$ cat config.mk
export PLATFORM = sky130hd
export DESIGN_NAME = neighbor_counter
export DESIGN_NICKNAME = d
export VERILOG_FILES = /design/src/rtl/ms_pkg.sv /design/src/rtl/adder.sv /design/src/rtl/neighbor_counter.sv
export SDC_FILE = /design/constraint.sdc
export NUM_CORES = 1
export LEC_CHECK = 0
export CAP_MARGIN = 25
export CORE_ASPECT_RATIO = 1.1
export CORE_MARGIN = 2
export CORE_UTILIZATION = 35
export DETAILED_ROUTE_END_ITERATION = 10
export PLACE_DENSITY = 0.57
export SETUP_SLACK_MARGIN = 0.1
export SYNTH_ARGS = -nofsm -noshare
export SYNTH_HDL_FRONTEND = slang
export SYNTH_SLANG_ARGS = --single-unit
export TNS_END_PERCENT = 100
$ cat constraint.sdc
create_clock -name clk -period 3.84 [get_ports clk]
set_input_delay 0.576 -clock clk [delete_from_list [all_inputs] [get_ports clk]]
set_output_delay 0.576 -clock clk [all_outputs]
set_load 0.01 [all_outputs]
$ cat src/rtl/ms_pkg.sv
// rtl/ms_pkg.sv - shared constants, scan states and neighbour offset table; NEIGHBOR_SELF_EN selects the 3x3 variant
package ms_pkg;

    localparam int DEF_ROWS = 16;
    localparam int DEF_COLS = 16;
    localparam int CNT_W    = 4;
    localparam int KW       = 4;

`ifdef NEIGHBOR_SELF_EN
    localparam int N_NB = 9;
`else
    localparam int N_NB = 8;
`endif

    typedef enum logic [1:0] {IDLE, SCAN, DRAIN, DONE} state_t;

    // Row offset of neighbour k, row-major order around the centre cell
    function automatic logic signed [1:0] nb_dr(input logic [KW-1:0] k);
        logic signed [1:0] d;
        case (k)
`ifdef NEIGHBOR_SELF_EN
            4'd0, 4'd1, 4'd2: d = 2'sb11;
            4'd6, 4'd7, 4'd8: d = 2'sb01;
`else
            4'd0, 4'd1, 4'd2: d = 2'sb11;
            4'd5, 4'd6, 4'd7: d = 2'sb01;
`endif
            default:          d = 2'sb00;
        endcase
        return d;
    endfunction

    function automatic logic signed [1:0] nb_dc(input logic [KW-1:0] k);
        logic signed [1:0] d;
        case (k)
`ifdef NEIGHBOR_SELF_EN
            4'd0, 4'd3, 4'd6: d = 2'sb11;
            4'd2, 4'd5, 4'd8: d = 2'sb01;
`else
            4'd0, 4'd3, 4'd5: d = 2'sb11;
            4'd2, 4'd4, 4'd7: d = 2'sb01;
`endif
            default:          d = 2'sb00;
        endcase
        return d;
    endfunction

endpackage

$ cat src/rtl/adder.sv
// rtl/adder.sv - 8-bit ripple-carry adder used as the mine-count accumulation stage
module adder (
    input  logic [7:0] a,
    input  logic [7:0] b,
    input  logic       ci,
    output logic [7:0] y,
    output logic       co
);

    logic [8:0] c;

    always_comb begin
        y = '0;
        c = {8'b0, ci};
        for (int i = 0; i < 8; i++) begin
            y[i]   = a[i] ^ b[i] ^ c[i];
            c[i+1] = (a[i] & b[i]) | (a[i] & c[i]) | (b[i] & c[i]);
        end
        co = c[8];
    end

endmodule

$ cat src/rtl/neighbor_counter.sv
// rtl/neighbor_counter.sv - sequential mine-neighbour counter; NEIGHBOR_SELF_EN also counts the centre cell
module neighbor_counter
    import ms_pkg::*;
#(
    parameter int ROWS = DEF_ROWS,
    parameter int COLS = DEF_COLS,
    parameter int RW   = 4,
    parameter int CW   = 4,
    parameter int AW   = 8
) (
    input  logic             clk,
    input  logic             rst,
    input  logic             start,
    input  logic [RW-1:0]    row,
    input  logic [CW-1:0]    col,
    output logic             mem_rd,
    output logic [AW-1:0]    mem_addr,
    input  logic             mem_data,
    output logic             busy,
    output logic             done,
    output logic [CNT_W-1:0] count
);

    state_t          state;
    logic [RW-1:0]   row_q;
    logic [CW-1:0]   col_q;
    logic [KW-1:0]   k;
    logic [7:0]      acc;
    logic            rd_q;

    logic [RW-1:0]   sel_row;
    logic [CW-1:0]   sel_col;
    logic [KW-1:0]   sel_k;
    logic signed [1:0] dr;
    logic signed [1:0] dc;
    logic signed [RW:0] rr;
    logic signed [CW:0] cc;
    logic            nb_ok;
    logic [AW-1:0]   nb_addr;
    logic [7:0]      sum;
    logic            co_unused;
    logic [7:0]      acc_next;

    // Outputs are registered, so the read for neighbour k+1 is prepared while k is on the bus
    always_comb begin
        sel_row = row;
        sel_col = col;
        sel_k   = '0;
        if (state == SCAN) begin
            sel_row = row_q;
            sel_col = col_q;
            sel_k   = k + KW'(1);
        end
        dr = nb_dr(sel_k);
        dc = nb_dc(sel_k);
        rr = $signed({1'b0, sel_row}) + $signed({{(RW-1){dr[1]}}, dr});
        cc = $signed({1'b0, sel_col}) + $signed({{(CW-1){dc[1]}}, dc});
        nb_ok = !rr[RW] && (int'(rr[RW-1:0]) < ROWS)
             && !cc[CW] && (int'(cc[CW-1:0]) < COLS)
             && (int'(sel_row) < ROWS) && (int'(sel_col) < COLS);
        nb_addr = AW'(rr[RW-1:0]) * AW'(COLS) + AW'(cc[CW-1:0]);
    end

    adder u_adder (
        .a  (acc),
        .b  ({7'b0, mem_data}),
        .ci (1'b0),
        .y  (sum),
        .co (co_unused)
    );

    assign acc_next = rd_q ? sum : acc;

    always_ff @(posedge clk or posedge rst) begin
        if (rst) begin
            state    <= IDLE;
            row_q    <= '0;
            col_q    <= '0;
            k        <= '0;
            acc      <= '0;
            rd_q     <= 1'b0;
            mem_rd   <= 1'b0;
            mem_addr <= '0;
            busy     <= 1'b0;
            done     <= 1'b0;
            count    <= '0;
        end else begin
            rd_q <= mem_rd;
            done <= 1'b0;
            case (state)
                IDLE, DONE: begin
                    if (start) begin
                        state    <= SCAN;
                        row_q    <= row;
                        col_q    <= col;
                        k        <= '0;
                        acc      <= '0;
                        busy     <= 1'b1;
                        mem_rd   <= nb_ok;
                        mem_addr <= nb_addr;
                    end else begin
                        state  <= IDLE;
                        busy   <= 1'b0;
                        mem_rd <= 1'b0;
                    end
                end
                SCAN: begin
                    acc <= acc_next;
                    if (k == KW'(N_NB - 1)) begin
                        state  <= DRAIN;
                        mem_rd <= 1'b0;
                    end else begin
                        k        <= k + KW'(1);
                        mem_rd   <= nb_ok;
                        mem_addr <= nb_addr;
                    end
                end
                DRAIN: begin
                    // Last read's data lands this cycle, so count takes the adder result directly
                    acc   <= acc_next;
                    count <= acc_next[CNT_W-1:0];
                    done  <= 1'b1;
                    busy  <= 1'b0;
                    state <= DONE;
                end
                default: state <= IDLE;
            endcase
        end
    end

endmodule

==> results of run 1 <==
sequential cells by signal, indices dropped and copies added (netlist names):
| name | flops |
|---|---|
| busy | 1 |
| col_q | 4 |
| acc | 4 |
| done | 1 |
| rd_q | 1 |
| mem_addr | 8 |
| k | 4 |
| state | 2 |
| mem_rd | 1 |
| count | 4 |
| row_q | 4 |
worst max-delay path: cells and delay by family, from the launching register on:
kind	cells	cell delay, ns
AOI/OAI and AO/OA	6	1.06
and+or+nand+nor	5	0.85
adders and majority gates	3	0.83
DFF	1	0.41
buffers and inverters	1	0.05
final cells by class:
class | instances | share of cell area
multi-input cells | 156 | 0.453
repair buffers | 29 | 0.114
well taps | 77 | 0.0388
clock inverters | 2 | 0.00503
flip-flops and latches | 34 | 0.342
inverters | 9 | 0.0136
clock buffers | 6 | 0.0332
logic make-up after synthesis:
family / count (synthesis) / share of synthesized area
and+or+nand+nor: 63 / 0.147
AOI/OAI and AO/OA: 49 / 0.149
DFF: 34 / 0.416
muxes: 20 / 0.110
buffers and inverters: 18 / 0.0349
adders and majority gates: 18 / 0.117
xor gates and xnor gates: 6 / 0.0257
cell usage in the layout, fill, tap and decap left out, types with 4 or more instances in the layout:
cell / count
inv_1: 8
clkbuf_8: 6
ha_1: 16
clkdlybuf4s50_1: 26
a21oi_1: 16
nand2_1: 27
xor2_1: 4
o21ai_1: 7
mux2_2: 16
nor2_1: 13
o21ai_0: 9
dfrtp_1: 34
nand2b_1: 5
cell usage after synthesis (2+ instances only):
| cell | number |
|---|---|
| a21o_1 | 3 |
| a21oi_1 | 17 |
| a22o_1 | 3 |
| buf_2 | 3 |
| clkbuf_1 | 5 |
| dfrtp_1 | 34 |
| fa_1 | 2 |
| ha_1 | 16 |
| inv_1 | 8 |
| mux2_2 | 16 |
| mux2i_1 | 3 |
| nand2_1 | 27 |
| nand2b_1 | 5 |
| nand3_1 | 3 |
| nor2_1 | 13 |
| nor2b_1 | 3 |
| nor3b_1 | 2 |
| o21ai_0 | 9 |
| o21ai_1 | 7 |
| or3_1 | 3 |
| xnor2_1 | 2 |
| xor2_1 | 4 |
stage by stage:
step	util	power [mW]	std cells
detailed placement	0.419	1.79	305
global route	0.436	2.25	313
global placement	0.419	1.78	305
finish	0.436	2.06	313
floorplan	-	1.45	208
CTS	0.436	2.08	313
layer usage:
metal | track usage | vias to the layer above
met5 | 0 | -
met4 | 0.0562 | 0
met3 | 0.0312 | 5
met2 | 0.201 | 25
met1 | 0.168 | 707
li1 | - | 772
power groups by stage:
stage	clock [mW]	sequential, mW	combinational (mW)
floorplan	0	0.629	0.816
global placement	0	0.607	1.17
detailed placement	0	0.610	1.18
CTS	0.288	0.605	1.19
global route	0.302	0.624	1.33
finish	0.277	0.603	1.18
path summary, 6_finish.rpt:
path                                    start                      end  slack [ns]  depth (start not counted)
max                          k[1]$_DFFE_PP0P_       mem_rd$_DFFE_PP0P_        0.52                         15
min                        mem_rd$_DFFE_PP0P_           rd_q$_DFF_PP0_        0.43                          0
max reg2reg                  k[1]$_DFFE_PP0P_       mem_rd$_DFFE_PP0P_        0.52                         15
min reg2reg                mem_rd$_DFFE_PP0P_           rd_q$_DFF_PP0_        0.43                          0
max in group asynchronous                 rst         k[1]$_DFFE_PP0P_        2.84                          3
min in group asynchronous                 rst  mem_addr[0]$_DFFE_PP0P_        0.69                          3
what timing repair did:
item                       CTS  global route
setup endpoints to repair    0             1
gates resized for setup      0             1
hold buffers                 0             0
==> reports/qor.csv, run 1 <==
metric;value;unit
Post-Syn Nets;238;
synth top area cells;dfrtp_1, ha_1, mux2_2;
met1 wire length;1930;µm
Die H;84.2;µm
Peak VDD IR;0.325;mV
layout net count;265;
H-tree Lvls;2;
Startpoint Class;register;
Rel. slew slack;0.579;
Boundary Pins;27;
Die Width;76.9;µm
row cnt;29;
largest net degree at the start of global routing;35;
crit-path max FO;8;
Reg power frac;0.293;
Internal;1.23;mW
pins over their slew limit;0;
Async SR Flop Fraction;1.00;
Worst-Margin Slew;0.632;ns
Critical-path top delay cell;dfrtp_1;
Setup WS pre-CTS;0.422;ns
Syn. warnings;0;
total vias in the final route;1509;
Multi-input gate area;0.00113;mm²
outcome;finished, final reports clean;
All-Layer GR Usage;0.128;
Period Utilization, post-route;0.863;
area share of the largest cell type after synthesis;0.416;
final WL;3910;µm
Gate power share;0.573;
placed cell area;0.00239;mm²
DP HPWL;2760;µm
Core Area;0.00570;mm²
skew final;0.00458;ns
PortBufs;26;
number of global-route vias before repair;1448;
effective utilization at floorplan;0.359;
Fin. Hold Viols;0;
die area;0.00647;mm²
hold slack final;0.427;ns
slowest stage delay, CP;0.41;ns
crit end category;register;
Seq/Total Area, Yosys;0.416;
grt ovf;0;
clock share of power;0.135;
max cap viols;0;
initial antenna violation count;0;
routed wl met3;128;µm
DR iter-0 viols;70;
post-route minimum period;3.32;ns
layout cells sized above 1;0.153;
Area Growth Syn to Fin;21.5;%
critical path class;reg2reg;
Pre-Repair DR Iteration Count;5;
CTS tree;built;
Final WS setup;0.525;ns
Fill cells;568;
Residual DRC;0;
CTS clk-pin slew, worst paths;0.07;ns
Mapped Cells;208;
total CTS buffers;5;
Pleak;1.09;nW
storage element area;851;µm²
Post-synth EDFFs;0;
highest metal used;met4;
postcts setup bufs;0;
Final setup viols;0;
Sw Share;0.401;
max frequency;302;MHz
Req. time, crit path;4.02;ns
RSZ-0062 raised after global routing;false;
Yosys top cell by area;dfrtp_1;
DR WL met2;1790;µm
clock tree buffer depth;2;
P_sw;0.827;mW
Unique masters post-synth;42;
final instance area;0.00249;mm²
critical path arrival;3.49;ns
Root Buffer;clkbuf_8;
crit-path cells;ha_1 -> nand2_1 -> or3_1 -> o211ai_2 -> nand2_1 -> a21oi_1 -> ha_1 -> inv_1 -> fa_1 -> nand2b_1 -> a21oi_2 -> nand4_1 -> o211ai_1 -> a21oi_1 -> a32o_1;
mean routed wirelength per cell;12.5;µm
antenna-violating nets left;0;
Cell Area, Synth;0.00205;mm²
post-route setup TNS;0;ns
top_reg_cell synth;dfrtp_1;
post-synthesis average cell area;9.84;µm²
flop and latch count out of synthesis;34;
clock latency at the later pin of the worst-skew pair;0.28;ns
first-pass GRT wire length;6620;µm
Hold WC Path Type;reg2reg;
clock tree sinks;34;
Ant. Diodes;0;
routability congestion estimate;0.817;
Power Density;828;mW/mm²
DR vias/cell;4.82;
(Power assumes the default switching activity.)
==> run 2, diff against run 1 <==
Settings changed: PLACE_DENSITY 0.57 to default.
==> reports/qor.csv, run 2 (synthesis results as in run 1) <==
metric;value;unit;change
Multi-input gate area;0.00113;mm²;unchanged
H-tree Lvls;2;;unchanged
RSZ-0062 raised after global routing;false;;
Area Growth Syn to Fin;23.7;%;
Startpoint Class;register;;
crit end category;register;;
R2R cell count;15;;unchanged
Fin. Hold Viols;0;;unchanged
Die Width;76.9;µm;unchanged
number of global-route vias before repair;1498;;+3.5%
met2 usage;0.222;;+0.0207
internal reg-to-reg setup slack;0.49;ns;-0.04 ns
Fill cells;567;;-0.18%
storage element area;851;µm²;unchanged
Die H;84.2;µm;unchanged
WHS Path Cells;0;;unchanged
critical path arrival;3.52;ns;+0.03 ns
placed cell area;0.00239;mm²;unchanged
mean routed wirelength per cell;12.5;µm;+0.20%
Req. time, crit path;4.01;ns;about the same
CTS tree;built;;
layout net count;266;;+0.38%
outcome;finished, final reports clean;;
effective utilization at floorplan;0.359;;unchanged
Pleak;1.11;nW;+2.1%
grt ovf;0;;unchanged
postcts setup bufs;0;;unchanged
grt peak-use layer;met2;;
initial antenna violation count;0;;unchanged
Post-CTS Hold Buffers;0;;unchanged
final instance area;0.00253;mm²;+1.8%
Largest Register;mem_addr;;
Layout Cells excl Fill;313;;unchanged
routability congestion estimate;0.844;;+3.3%
Residual DRC;0;;unchanged
DP HPWL;2890;µm;+5.0%
Ant. Diodes;0;;unchanged
antenna-violating nets left;0;;unchanged
final WL;3920;µm;+0.20%
DR iter-0 viols;65;;-7.1%
commonest non-fill, non-tap cell in the layout;dfrtp_1;;
pins over their slew limit;0;;unchanged
clock latency at the later pin of the worst-skew pair;0.28;ns;about the same
post-route minimum period;3.35;ns;+0.0381 ns
GR Util met1;0.170;;+0.00240
clock tree sinks;34;;unchanged
Worst-Margin Slew;0.610;ns;-0.0217 ns
die area;0.00647;mm²;unchanged
max frequency;298;MHz;-1.1%
crit-path max FO;8;;unchanged
Core Area;0.00570;mm²;unchanged
r2r endpoint;mem_rd$_DFFE_PP0P_;;
largest net degree at the start of global routing;26;;-26%
WHS Endpoint;rd_q$_DFF_PP0_;;
Rel. slew slack;0.593;;+0.0145
total vias in the final route;1524;;+0.99%
Power Density;837;mW/mm²;+1.1%
Period Utilization, post-route;0.873;;+0.00993
post-route setup TNS;0;ns;unchanged
most frequent cells in the layout;dfrtp_1, nand2_1, clkdlybuf4s50_1;;
Pre-Repair DR Iteration Count;4;;-1
max reg flops;8;;unchanged
critical path class;reg2reg;;
DP Cell Count;305;;unchanged
FF-to-FF Start;k[1]$_DFFE_PP0P_;;
Hold Crit Start;mem_rd$_DFFE_PP0P_;;
All-Layer GR Usage;0.133;;+0.00562
max cap viols;0;;unchanged
skew final;0.00456;ns;-0.0000226 ns
clock tree buffer depth;2;;unchanged
PortBufs;26;;unchanged
layout cells sized above 1;0.153;;unchanged
Peak VDD IR;0.448;mV;+38%
GRT met3 Usage;0.0355;;+0.00430
Final setup viols;0;;unchanged
Root Buffer;clkbuf_8;;
Boundary Pins;27;;unchanged
total CTS buffers;5;;unchanged
first-pass GRT wire length;6960;µm;+5.2%
row cnt;29;;unchanged
CTS clk-pin slew, worst paths;0.07;ns;about the same
Hold WC Path Type;reg2reg;;
DR vias/cell;4.87;;+0.99%
[run 2: cell types whose count changed in the layout (fill, tap and decap cells not counted)]
cell,delta
buf_16,+1
bufinv_16,+1
clkinv_2,-1
clkinvlp_4,-1
[run 2: report_power, final]
group | switching, mW | total [mW] | internal (mW)
combinational | 0.601 | 1.18 | 0.575
clock | 0.130 | 0.338 | 0.208
sequential | 0.0879 | 0.605 | 0.517
[run 2: worst max-delay path by stage]
stage | startpoint | cells past startpoint | endpoint
after detailed placement | k[1]$_DFFE_PP0P_ | 15 | mem_rd$_DFFE_PP0P_
after floorplan | state[1]$_DFFE_PP0P_ | 15 | mem_rd$_DFFE_PP0P_
after global placement | k[1]$_DFFE_PP0P_ | 15 | mem_rd$_DFFE_PP0P_
final | k[1]$_DFFE_PP0P_ | 15 | mem_rd$_DFFE_PP0P_
after global routing | k[1]$_DFFE_PP0P_ | 15 | mem_rd$_DFFE_PP0P_
after CTS | k[1]$_DFFE_PP0P_ | 15 | mem_rd$_DFFE_PP0P_
[run 2: metrics by stage]
step	power, mW	hold WS (ns)	setup WS [ns]	util
floorplan	1.45	0.436	0.634	-
global placement	1.78	0.423	0.411	0.419
detailed placement	1.80	0.422	0.368	0.419
CTS	2.14	0.441	0.356	0.439
global route	2.33	0.467	0.143	0.444
finish	2.12	0.426	0.486	0.444
[run 2: critical path, stage by stage (launching register included)]
cell and delay (ns):
dfrtp_1 0.42, ha_1 0.26, nand2_1 0.08, or3_1 0.36, o211ai_2 0.18, nand2_1 0.09, a21oi_1 0.18, ha_1 0.19
inv_1 0.06, fa_1 0.38, nand2b_1 0.17, a21oi_2 0.28, nand3_1 0.11, o21ai_0 0.13, a22oi_2 0.11, a32o_1 0.24
[run 2: final cells by class]
type	instances	area share
repair buffers	30	0.123
multi-input cells	156	0.445
flip-flops and latches	34	0.336
inverters	9	0.0133
well taps	77	0.0381
clock inverters	1	0.0119
clock buffers	6	0.0326
[run 2: what timing repair did]
action,CTS,global route
setup endpoints to repair,0,1
resized for setup,0,1
endpoints found under the hold margin,0,0
[run 2: per-layer routing]
metal / part of all wire / routed length, µm / vias to the layer above
li1: - / - / 779
met1: 0.48 / 1890 / 719
met2: 0.47 / 1860 / 22
met3: 0.033 / 130 / 4
met4: 0.0097 / 38 / 0
met5: 0 / 0 / -
